$ cat config.mk
export PLATFORM = sky130hd
export DESIGN_NAME = fetch_sequencer
export DESIGN_NICKNAME = d
export VERILOG_FILES = /design/src/rtl/fetch_pkg.sv /design/src/rtl/pc_reg.sv /design/src/rtl/fetch_sequencer.sv
export SDC_FILE = /design/constraint.sdc
export NUM_CORES = 1
export LEC_CHECK = 0
export ABC_AREA = 1
export CORE_MARGIN = 3
export CORE_UTILIZATION = 25
export CTS_CLUSTER_SIZE = 12
export DETAILED_ROUTE_END_ITERATION = 10
export PLACE_DENSITY = 0.59
export SYNTH_ARGS = -nofsm -noshare
export SYNTH_HDL_FRONTEND = slang
export SYNTH_SLANG_ARGS = --single-unit
$ cat constraint.sdc
create_clock -name clk -period 3.05 [get_ports clk]
set_input_delay 0.4575 -clock clk [delete_from_list [all_inputs] [get_ports clk]]
set_output_delay 0.4575 -clock clk [all_outputs]
set_load 0.02 [all_outputs]
$ cat src/rtl/fetch_pkg.sv
`default_nettype none
// ============================================================================
// Module   : fetch_pkg
// Brief    : Shared types and constants for the instruction-fetch sequencer.
// Revision : 1.0 - initial release
// ============================================================================
package fetch_pkg;

  // Sequencer states, one per phase of a multicycle fetch
  typedef enum logic [2:0] {
    IDLE   = 3'd0,
    ADDR   = 3'd1,
    READ   = 3'd2,
    DECODE = 3'd3,
    EXEC   = 3'd4,
    FAULT  = 3'd5
  } fetch_state_t;

  // Fault codes reported on fault_code
  localparam logic [1:0] FAULT_NONE     = 2'b00;
  localparam logic [1:0] FAULT_TIMEOUT  = 2'b01;
  localparam logic [1:0] FAULT_MISALIGN = 2'b10;

  // Polarity of rw for a memory read
  localparam logic RW_READ = 1'b1;

endpackage
`default_nettype wire

$ cat src/rtl/pc_reg.sv
`default_nettype none
// ============================================================================
// Module   : pc_reg
// Brief    : Program counter with companion next-PC register. Supports a
//            sequential advance and an absolute load; all sums wrap modulo
//            2^ADDR_W.
// Revision : 1.0 - initial release
// ============================================================================
module pc_reg #(
  parameter int                ADDR_W      = 32,
  parameter logic [ADDR_W-1:0] RESET_VEC   = '0,
  parameter int                INSTR_BYTES = 4
) (
  input  logic              clk,
  input  logic              reset,
  input  logic              advance,
  input  logic              load,
  input  logic [ADDR_W-1:0] load_value,
  output logic [ADDR_W-1:0] pc,
  output logic [ADDR_W-1:0] npc
);

  localparam logic [ADDR_W-1:0] STEP = ADDR_W'(INSTR_BYTES);

  // PC/NPC update; load has priority though the sequencer never asserts both
  always_ff @(posedge clk) begin
    if (reset) begin
      pc  <= RESET_VEC;
      npc <= RESET_VEC + STEP;
    end else if (load) begin
      pc  <= load_value;
      npc <= load_value + STEP;
    end else if (advance) begin
      pc  <= npc;
      npc <= npc + STEP;
    end
  end

endmodule
`default_nettype wire

$ cat src/rtl/fetch_sequencer.sv
`default_nettype none
// ============================================================================
// Module   : fetch_sequencer
// Brief    : Multicycle instruction-fetch sequencer. Drives MAR load and the
//            MOC read handshake, captures the instruction register, hands the
//            instruction to execute control and handles redirects, memory
//            time-out and sticky faults. All outputs are Moore-style.
// Revision : 1.0 - initial release
// ============================================================================
module fetch_sequencer
  import fetch_pkg::*;
#(
  parameter int                ADDR_W      = 32,
  parameter logic [ADDR_W-1:0] RESET_VEC   = '0,
  parameter int                INSTR_BYTES = 4,
  parameter int                MOC_TIMEOUT = 15
) (
  input  logic              clk,
  input  logic              reset,
  input  logic              run,
  output logic              mar_load,
  output logic [ADDR_W-1:0] mem_addr,
  output logic              mem_en,
  output logic              rw,
  input  logic              moc,
  input  logic [31:0]       mem_data,
  output logic [31:0]       ir,
  output logic              ir_valid,
  input  logic              exec_done,
  input  logic              redirect_valid,
  input  logic [ADDR_W-1:0] redirect_target,
  output logic [ADDR_W-1:0] pc,
  output logic [ADDR_W-1:0] npc,
  output logic              fault,
  output logic [1:0]        fault_code
);

  localparam int               CNT_W     = $clog2(MOC_TIMEOUT + 1);
  localparam int               ALIGN_W   = $clog2(INSTR_BYTES);
  localparam logic [CNT_W-1:0] CNT_LIMIT = CNT_W'(MOC_TIMEOUT);

  fetch_state_t     state, state_next;
  logic [CNT_W-1:0] wait_cnt, wait_cnt_next, wait_cnt_inc;
  logic [1:0]       code_next;
  logic             ir_load, pc_advance, pc_load, misaligned;

  assign wait_cnt_inc = wait_cnt + CNT_W'(1);

  // A redirect target is misaligned when any sub-instruction address bit is set
  generate
    if (ALIGN_W == 0) begin : g_align_none
      assign misaligned = 1'b0;
    end else begin : g_align_chk
      assign misaligned = |redirect_target[ALIGN_W-1:0];
    end
  endgenerate

  pc_reg #(
    .ADDR_W      (ADDR_W),
    .RESET_VEC   (RESET_VEC),
    .INSTR_BYTES (INSTR_BYTES)
  ) u_pc_reg (
    .clk        (clk),
    .reset      (reset),
    .advance    (pc_advance),
    .load       (pc_load),
    .load_value (redirect_target),
    .pc         (pc),
    .npc        (npc)
  );

  // State, wait counter, instruction register and fault code registers
  always_ff @(posedge clk) begin
    if (reset) begin
      state      <= IDLE;
      wait_cnt   <= '0;
      ir         <= '0;
      fault_code <= FAULT_NONE;
    end else begin
      state      <= state_next;
      wait_cnt   <= wait_cnt_next;
      fault_code <= code_next;
      if (ir_load) begin
        ir <= mem_data;
      end
    end
  end

  // Next-state logic and datapath control strobes
  always_comb begin
    state_next    = state;
    wait_cnt_next = wait_cnt;
    code_next     = fault_code;
    ir_load       = 1'b0;
    pc_advance    = 1'b0;
    pc_load       = 1'b0;
    case (state)
      IDLE: begin
        if (run) begin
          state_next = ADDR;
        end
      end
      ADDR: begin
        // Counter clears as READ is entered; moc here is deliberately ignored
        wait_cnt_next = '0;
        state_next    = READ;
      end
      READ: begin
        // moc takes priority over a time-out occurring in the same cycle
        if (moc) begin
          ir_load    = 1'b1;
          state_next = DECODE;
        end else if (wait_cnt_inc == CNT_LIMIT) begin
          state_next = FAULT;
          code_next  = FAULT_TIMEOUT;
        end else begin
          wait_cnt_next = wait_cnt_inc;
        end
      end
      DECODE: begin
        pc_advance = 1'b1;
        state_next = EXEC;
      end
      EXEC: begin
        if (exec_done) begin
          if (redirect_valid && misaligned) begin
            state_next = FAULT;
            code_next  = FAULT_MISALIGN;
          end else begin
            pc_load    = redirect_valid;
            state_next = run ? ADDR : IDLE;
          end
        end
      end
      FAULT: begin
        state_next = FAULT;
      end
      default: begin
        state_next = IDLE;
      end
    endcase
  end

  assign mar_load = (state == ADDR);
  assign mem_en   = (state == READ);
  assign rw       = (state == READ) ? RW_READ : ~RW_READ;
  assign ir_valid = (state == DECODE);
  assign fault    = (state == FAULT);
  assign mem_addr = pc;

endmodule
`default_nettype wire

==> results, run 1 <==
- The final instance area is approximately 8100 sq um.
- The switching power is 0.00140 W.
- The post-detailed-route DRC marker count is 0.
- The total area inside the core boundary comes to roughly 22,000 sq um.
- The register bit total from synthesis is 105.
- Among all stages on the critical path, the largest delay is contributed by clkdlybuf4s50_1.
- After layout, the worst path uses between 70% and 80% of the clock period.
- A synthesized cell averages between 6 and 7 sq um.
- Between clock sinks in the finished design, the worst skew comes to 15.2 ps.
- Walking the worst path, the cells encountered are inv_1 -> nor3_2 -> buf_4 -> clkdlybuf4s50_1.
- The slew at the pin with the worst max-slew slack is approximately 420 ps.
- The count of maximum capacitance violations is 0.
- The static leakage is about 3.2 nW.
- Data arrives at the worst endpoint at roughly 2000 ps.
- In the final layout, the multi-input gates occupy between 2000 and 3000 sq um.
- The number of unique standard cell types used by synthesis is 38.
- The setup path with the least slack is of type flop to output port.
- The post-synthesis cell type with the largest combined area is dfxtp_1.
- Relative to the synthesized area, the layout overhead comes to 42.6%.
- The number of core rows is 54.
- The category of the worst setup path capture point is an output port.
- The total power after layout is 0.00413 W.
- Net switching is about a third of the power.
- The vertical die dimension is 156 microns.
- Summing all flip-flop and latch instances after layout gives around 2100 sq um.
- The fraction of final layout cells with drive strength greater than 1 is about a tenth.
- The post-detailed-route count of antenna-violating nets is 0.
- The later pin in the worst-skew pair is clocked with a latency of 360 ps.
- The via count of the first global-routing pass is about 5.7k.
- The internal power of the cells is 0.00273 W.
- Clock-pin slew was measured on the worst setup and hold paths at 80 ps.
- The final sum of negative setup slack is 0 ps.
- STA puts the critical path data required time at roughly 2600 ps.
- The first-pass iteration count of the detailed router is 4.
- The number of antenna violations at the first check in global routing came to 1.
- The maximum ir drop on the vdd rail is between 0.3 and 0.4 mV.
- The count of vias placed by the detailed router is 5,802.
- The average detailed-routed wire length per instance is between 10 and 15 microns.
- The flow ran to the end, and the final reports show no timing, DRC or antenna violations.
- Synthesis produced a netlist with a net count of approximately 900.
- Setup violations remaining at the end of the flow were counted as 0.
- The sink count of the clock tree is roughly 110.
- The number of instances resized during post-cts repair is 0.
- The number of hold-repair buffers added at the cts stage is 0.
- The detailed router finished its first iteration with 232 violations.
- The width of the chip is approximately 160 microns.
- Summed over its instances, the top area cell type makes up a little under two fifths of the synthesized netlist area.
- In this run the tool buffered the top-level ports with 204 buffer cells.
- The repair_antennas step left the layout with diodes totalling 0.
- STA classifies the critical path startpoint as a flop.
- The pin count of the biggest net entering global routing is 40.
- The first global-routing pass estimated between 20,000 and 30,000 microns of wire.
- The effective utilization at floorplan is 25.7%.
- The netlist area before placement is approximately 5700 sq um.
- Measured on the finished design, the core utilization comes to about 37%.
- The count of flip-flops with a built-in enable after synthesis is 0.
- Once placement finished, the instance area stood at about 7800 sq um.
- By area the synthesized netlist is led by dfxtp_1, nand2_1, nor2_1, o21ai_0, nand3_1.
- The count of warnings emitted by yosys is 0.
- In the routed layout, each cell is associated on average with a via count of approximately 4.5.
- The clock passes through at most 2 buffers.
- Subtracting the final worst setup slack from the clock period gives roughly 2400 ps.
- The count of nets after finishing is 1,066.
- The final-report max-slew violation count is 0.
- Of all nets on the critical path, the largest fanout is 9.
- Combinational logic is responsible for between 30 and 40% of the overall power.
- Setup repair after global routing left no endpoint under its margin.
- Clock tree synthesis inserted a total of 9 buffers.
- The clock tree synthesis step divided the H-tree into 3 levels.
- The overall die area is around 24,000 sq um.
- For this design the top-level I/O count stands at a little over 200.
- Global routing consumed, over all layers together, between 10% and 20% of the routing resources.
- The final-report hold violation count is 0.
- Of the total power, the clock network draws about 30%.
- The share of the Yosys chip area taken by registers is approximately 37%.
- Sequential cells account for slightly below 40% of the total power.
- The worst slew slack as a fraction of its limit is between 70% and 80%.
- The routed design has between 15,000 and 20,000 microns of wire.
- Synthesis produced 834 cells.
- The count of buffers added by post-CTS timing repair for setup is 0.
- In this run the power density over the cells is about 510 nW/um^2.
- Timing would allow up to about 0.4 GHz.
- The root buffer cell chosen for the clock tree is clkbuf_16.
- The post-synthesis async set-or-reset flop share is 0%.
- The class of the tightest hold or removal check is flop to flop.
- At the end of routability-driven placement, the weighted congestion stood at approximately 0.81.
- After filler insertion, the fill cell instance count of the layout stands at approximately 2.3k.
- The clock tree from TritonCTS is yes.
- The most used flip-flop cell after synthesis is dfxtp_1.
- The longest individual stage delay on the worst path is approximately 660 ps.
- The aggregate global routing overflow is 0.
- Once detailed placement completed, the half-perimeter wirelength came to about 14,000 microns.
## layout make-up
class,instances,area share [%]
Multi-Input combinational cell,600,35.5
Sequential cell,105,26.1
Timing Repair Buffer,221,27.7
Clock inverter,7,0.963
Tap cell,280,4.35
Inverter,56,2.61
Clock buffer,9,2.80
## logic make-up after synthesis
group	count (synthesis)	synth area share (%)
and+or+nand+nor	472	37.7
DFF	105	37.2
adders and majority gates	3	0.664
xor gates and xnor gates	2	0.310
AOI/OAI and AO/OA	123	11.8
buffers and inverters	129	12.3
## cells in the final DEF, fill, tap and decap left out, drive strengths merged, types with 3 or more instances in the layout
master / instances
nand3b: 5
a21oi: 27
o211a: 3
o21ai: 73
nor2: 178
clkbuf: 9
ha: 3
inv: 57
nand2: 208
dfxtp: 105
a211oi: 3
clkdlybuf4s50: 204
buf: 17
nand3: 69
nor3: 9
clkinv: 4
a31oi: 11
## synth_stat cells (11+ instances only)
library cell and instances:
a21oi_1 27, a31oi_1 11, buf_2 14, buf_4 33
clkbuf_1 18, dfxtp_1 105, inv_1 50, nand2_1 181
nand2_2 24, nand3_1 60, nor2_1 154, nor2_2 15
o21ai_0 70
## worst max-delay path: cells and delay by family (launching register included)
kind                   cells  cell delay (ps)
buffers and inverters      3             1020
flip-flops                 1              400
AND/OR/NAND/NOR            1              210
## power groups by stage
| stage | clock, W | sequential [W] | combinational, W |
|---|---|---|---|
| final | 0.00123 | 0.00164 | 0.00126 |
| after global routing | 0.00132 | 0.00166 | 0.00137 |
| after CTS | 0.00128 | 0.00164 | 0.00127 |
| after detailed placement | 0 | 0.00167 | 0.00126 |
| after global placement | 0 | 0.00167 | 0.00126 |
| after floorplan | 0 | 0.00180 | 0.000588 |
## per-layer routing
| layer | wire length [microns] | share of wire [%] | vias to the layer above | track usage, % |
|---|---|---|---|---|
| li1 | - | - | 2964 | - |
| met1 | 8410 | 44 | 2618 | 19.4 |
| met2 | 8450 | 44 | 201 | 24.4 |
| met3 | 1970 | 10 | 17 | 6.44 |
| met4 | 215 | 1.1 | 2 | 3.42 |
| met5 | 13 | 0.068 | - | 0 |
## path summary, 6_finish.rpt
| kind | startpoint | end | slack (ps) | cells after the start |
|---|---|---|---|---|
| max | state[0] | ir_valid | 610 | 4 |
| min | u_pc_reg.npc[1] | u_pc_reg.npc[1] | 460 | 2 |
| max reg2reg | state[2] | u_pc_reg.npc[21] | 730 | 14 |
| min reg2reg | u_pc_reg.npc[1] | u_pc_reg.npc[1] | 460 | 2 |
## through the flow
step / setup slack, ps / instances / hold WS, ps
3_5_place_dp: 288 / 1262 / 448
5_1_grt: 429 / 1278 / 475
6_report: 610 / 1278 / 463
4_1_cts: 584 / 1278 / 461
3_3_place_gp: 302 / 1262 / 449
2_1_floorplan: 896 / 834 / 491
Note: power is estimated with default switching activity, not from simulation.
==> inputs of run 2 (changes only) <==
==> constraint.sdc (replaced) <==
create_clock -name clk -period 2.44 [get_ports clk]
set_input_delay 0.366 -clock clk [delete_from_list [all_inputs] [get_ports clk]]
set_output_delay 0.366 -clock clk [all_outputs]
set_load 0.02 [all_outputs]
==> results, run 2 (synthesis gave the netlist of run 1 again) <==
- The flow ran to the end, and the final reports show no timing, DRC or antenna violations.
- The cell at the root of the clock tree is clkbuf_16.
- After floorplanning, the core was sized to cover between 20,000 and 25,000 sq um.
- The number of antenna violations at the first check in global routing is 0.
- The internal power of the cells is around 0.0035 W.
- 0 antenna diodes ended up in the layout.
- The critical path crosses 3 cells after its start point.
- The number of buffers and inverters on the critical path is 2.
- The total power divided by cell area is approximately 600 nW/um^2.
- The via count of the first global-routing pass was between 5k and 6k.
- STA classifies the critical path startpoint as a flop.
- The total setup violations reported at the end of the flow is 0.
- The worst setup path is captured at an output port.
- The post-detailed-route count of antenna-violating nets is 0.
- The HPWL after detailed placement is 14,500 microns.
- CTS saw 105 sinks.
- In the layout the commonest cells are clkdlybuf4s50_1, nand2_1, nor2_1, dfxtp_1, buf_4.
- The maximum ir drop on the vdd rail is 0.377 mV.
- The class of the tightest hold or removal check is flop to flop.
- The clock reaches the later pin of the worst-skew pair after 360 ps.
- The layout-stage area growth over the synthesis result is 53.0%.
- The I/O pin count is approximately 210.
- The type of the worst setup path is flop to output port.
- The worst slew slack as a fraction of its limit is between 70% and 80%.
- The fraction of final layout cells with drive strength greater than 1 is between 10% and 20%.
- Entering global routing, the biggest net connects between 40 and 50 pins.
- Summed over all nets, the switching power comes to about 0.0018 W.
- The longest individual stage delay on the worst path is between 600 and 700 ps.
- The count of vias placed by the detailed router is 6,052.
- Net switching is between 30% and 40% of the power.
- On the final layout, the worst clock skew is around 8 ps.
- CTS built an H-tree with a depth of 3.
- In the routed layout, each cell is associated on average with a via count of about 4.5.
- For this run, global-route usage on met3 was measured as about 5.6%.
- Global routing consumed, on the met1 layer, 19.8% of the routing resources.
- Dividing the final minimum period by the clock period gives 95.2%.
- The static leakage is roughly 3.6 nW.
- At the worst endpoint, the arrival time is between 1500 and 2000 ps.
- Setup repair after global routing left no endpoint under its margin.
- Walking the worst path, the cells encountered are inv_1 -> nor3_2 -> clkdlybuf4s50_1.
- The placed instances occupy a cell area of approximately 8300 sq um.
- Measured along the y axis, the die boundary spans 156 microns.
- The minimum clock period is approximately 2300 ps.
- After the first detailed-routing iteration, the DRC count stood at between 200 and 300.
- After detailed routing, the average wire length per cell comes to 14.5 microns.
- Per report_power, the clock group accounts for 29.6% of the total.
- The hold-critical path depth is 2.
- The global-route met2 utilization is between 20 and 25%.
- The final layout contains routed wiring with a total length of around 20,000 microns.
- Buffers inserted to repair hold after CTS numbered 0.
- The first detailed-routing pass took 6 iterations.
- The number of core rows is 54.
- The final sum of negative setup slack is 0 ps.
- Once the floorplan was initialized, standard cells occupied 25.7% of the core.
- The tool flagged a number of max-cap violations equal to 0.
- In the routed design, unresolved DRC markers number 0.
- The final instance area is 8650 sq um.
- In this run the most used layer during global routing was met2.
- Derived from the worst setup path, the maximum achievable clock frequency is around 0.43 GHz.
- The share of total power in sequential cells is 38.8%.
- Combinational logic burns a little under a third of the power.
- The count of input and output buffers is between 200 and 250.
- In this run the horizontal extent of the chip is 156 microns.
- The number of CTS-inserted buffers is 9.
- In this design, the largest share of critical-path delay is due to buffers and inverters.
- The master of the slowest instance on the critical path is clkdlybuf4s50_1.
- The clock slew seen by the registers of the worst setup and hold paths is ~80 ps.
- The die covers around 24,000 sq um.
- The total routing resource utilization after global routing is between 10% and 20%.
- The largest fanout on the critical path is 5.
- The count of nets after finishing is roughly 1.1k.
- The end-of-flow core utilization is 39.3%.
- Routability-driven placement finished with a final weighted congestion of approximately 0.85.
- The final-report hold violation count is 0.
- The data required time at the worst endpoint is about 2100 ps.
- TritonCTS built the clock tree.
- The first global-routing pass estimated 30,000 microns of wire.
- At the pin with the least slew margin, the transition time is 427 ps.
- The longest clock path from root to sink contains 2 buffers.
- The worst-case reg-to-reg path depth is 16.
- The leading cell type in the layout, fill and taps excluded is clkdlybuf4s50_1.
- The final-report max-slew violation count was 0.
- The aggregate global routing overflow is 0.
## run 2: cell count changes in the layout (fill, tap and decap cells not counted)
| cell | before | now |
|---|---|---|
| clkbuf_16 | 9 | 10 |
| inv_8 | 0 | 1 |
| clkinv_2 | 1 | 0 |
| buf_12 | 5 | 10 |
| dfxtp_1 | 105 | 104 |
| dfxtp_2 | 0 | 1 |
| clkinvlp_4 | 1 | 0 |
| inv_6 | 2 | 3 |
| buf_4 | 12 | 73 |
## run 2: power groups by stage
stage	Sequential, W	Combinational [W]	Clock (W)
floorplan	0.00224	0.000735	0
global placement	0.00208	0.00165	0
detailed placement	0.00209	0.00165	0
CTS	0.00205	0.00166	0.00161
global route	0.00208	0.00181	0.00167
finish	0.00205	0.00167	0.00156
## run 2: worst paths after layout
path	slack, ps	startpoint	end
setup / recovery	120	state[0]	ir_valid
hold / removal	450	u_pc_reg.npc[1]	u_pc_reg.npc[1]
setup reg to reg	210	state[1]	u_pc_reg.npc[25]
hold reg to reg	450	u_pc_reg.npc[1]	u_pc_reg.npc[1]
## run 2: per-stage QoR
| step | power, W | setup WS, ps | hold WS (ps) | cells |
|---|---|---|---|---|
| global route | 0.00556 | 2.54 | 493 | 1345 |
| floorplan | 0.00298 | 377 | 491 | 834 |
| CTS | 0.00532 | 80.0 | 453 | 1340 |
| global placement | 0.00373 | -181 | 440 | 1324 |
| finish | 0.00528 | 118 | 453 | 1345 |
| detailed placement | 0.00373 | -188 | 442 | 1324 |
## run 2: metal layers
layer / up-vias / share of wire, %
met5: - / 0
met4: 0 / 0.95
met3: 12 / 9.6
met2: 207 / 45
met1: 2736 / 44
li1: 3097 / -
## run 2: worst reg2reg max path, delay by kind of cell, from the launching register on
kind | cells | cell delay [ps]
flops | 1 | 330
buf+inv | 4 | 390
simple gates | 12 | 1400
## run 2: final cells by class
| cell class | count | area, sq um |
|---|---|---|
| inverters | 56 | 210 |
| clock buffers | 9 | 225 |
| clock inverters | 7 | 85.1 |
| well taps | 280 | 350 |
| repair buffers | 288 | 2820 |
| fillers | 2286 | 13400 |
| flip-flops and latches | 105 | 2100 |
| multi-input cells | 600 | 2860 |
## run 2: timing repair
| item | CTS | global route |
|---|---|---|
| buffers inserted | 0 | 4 |
| resized for setup | 0 | 1 |
| setup endpoints to repair | 0 | 10 |
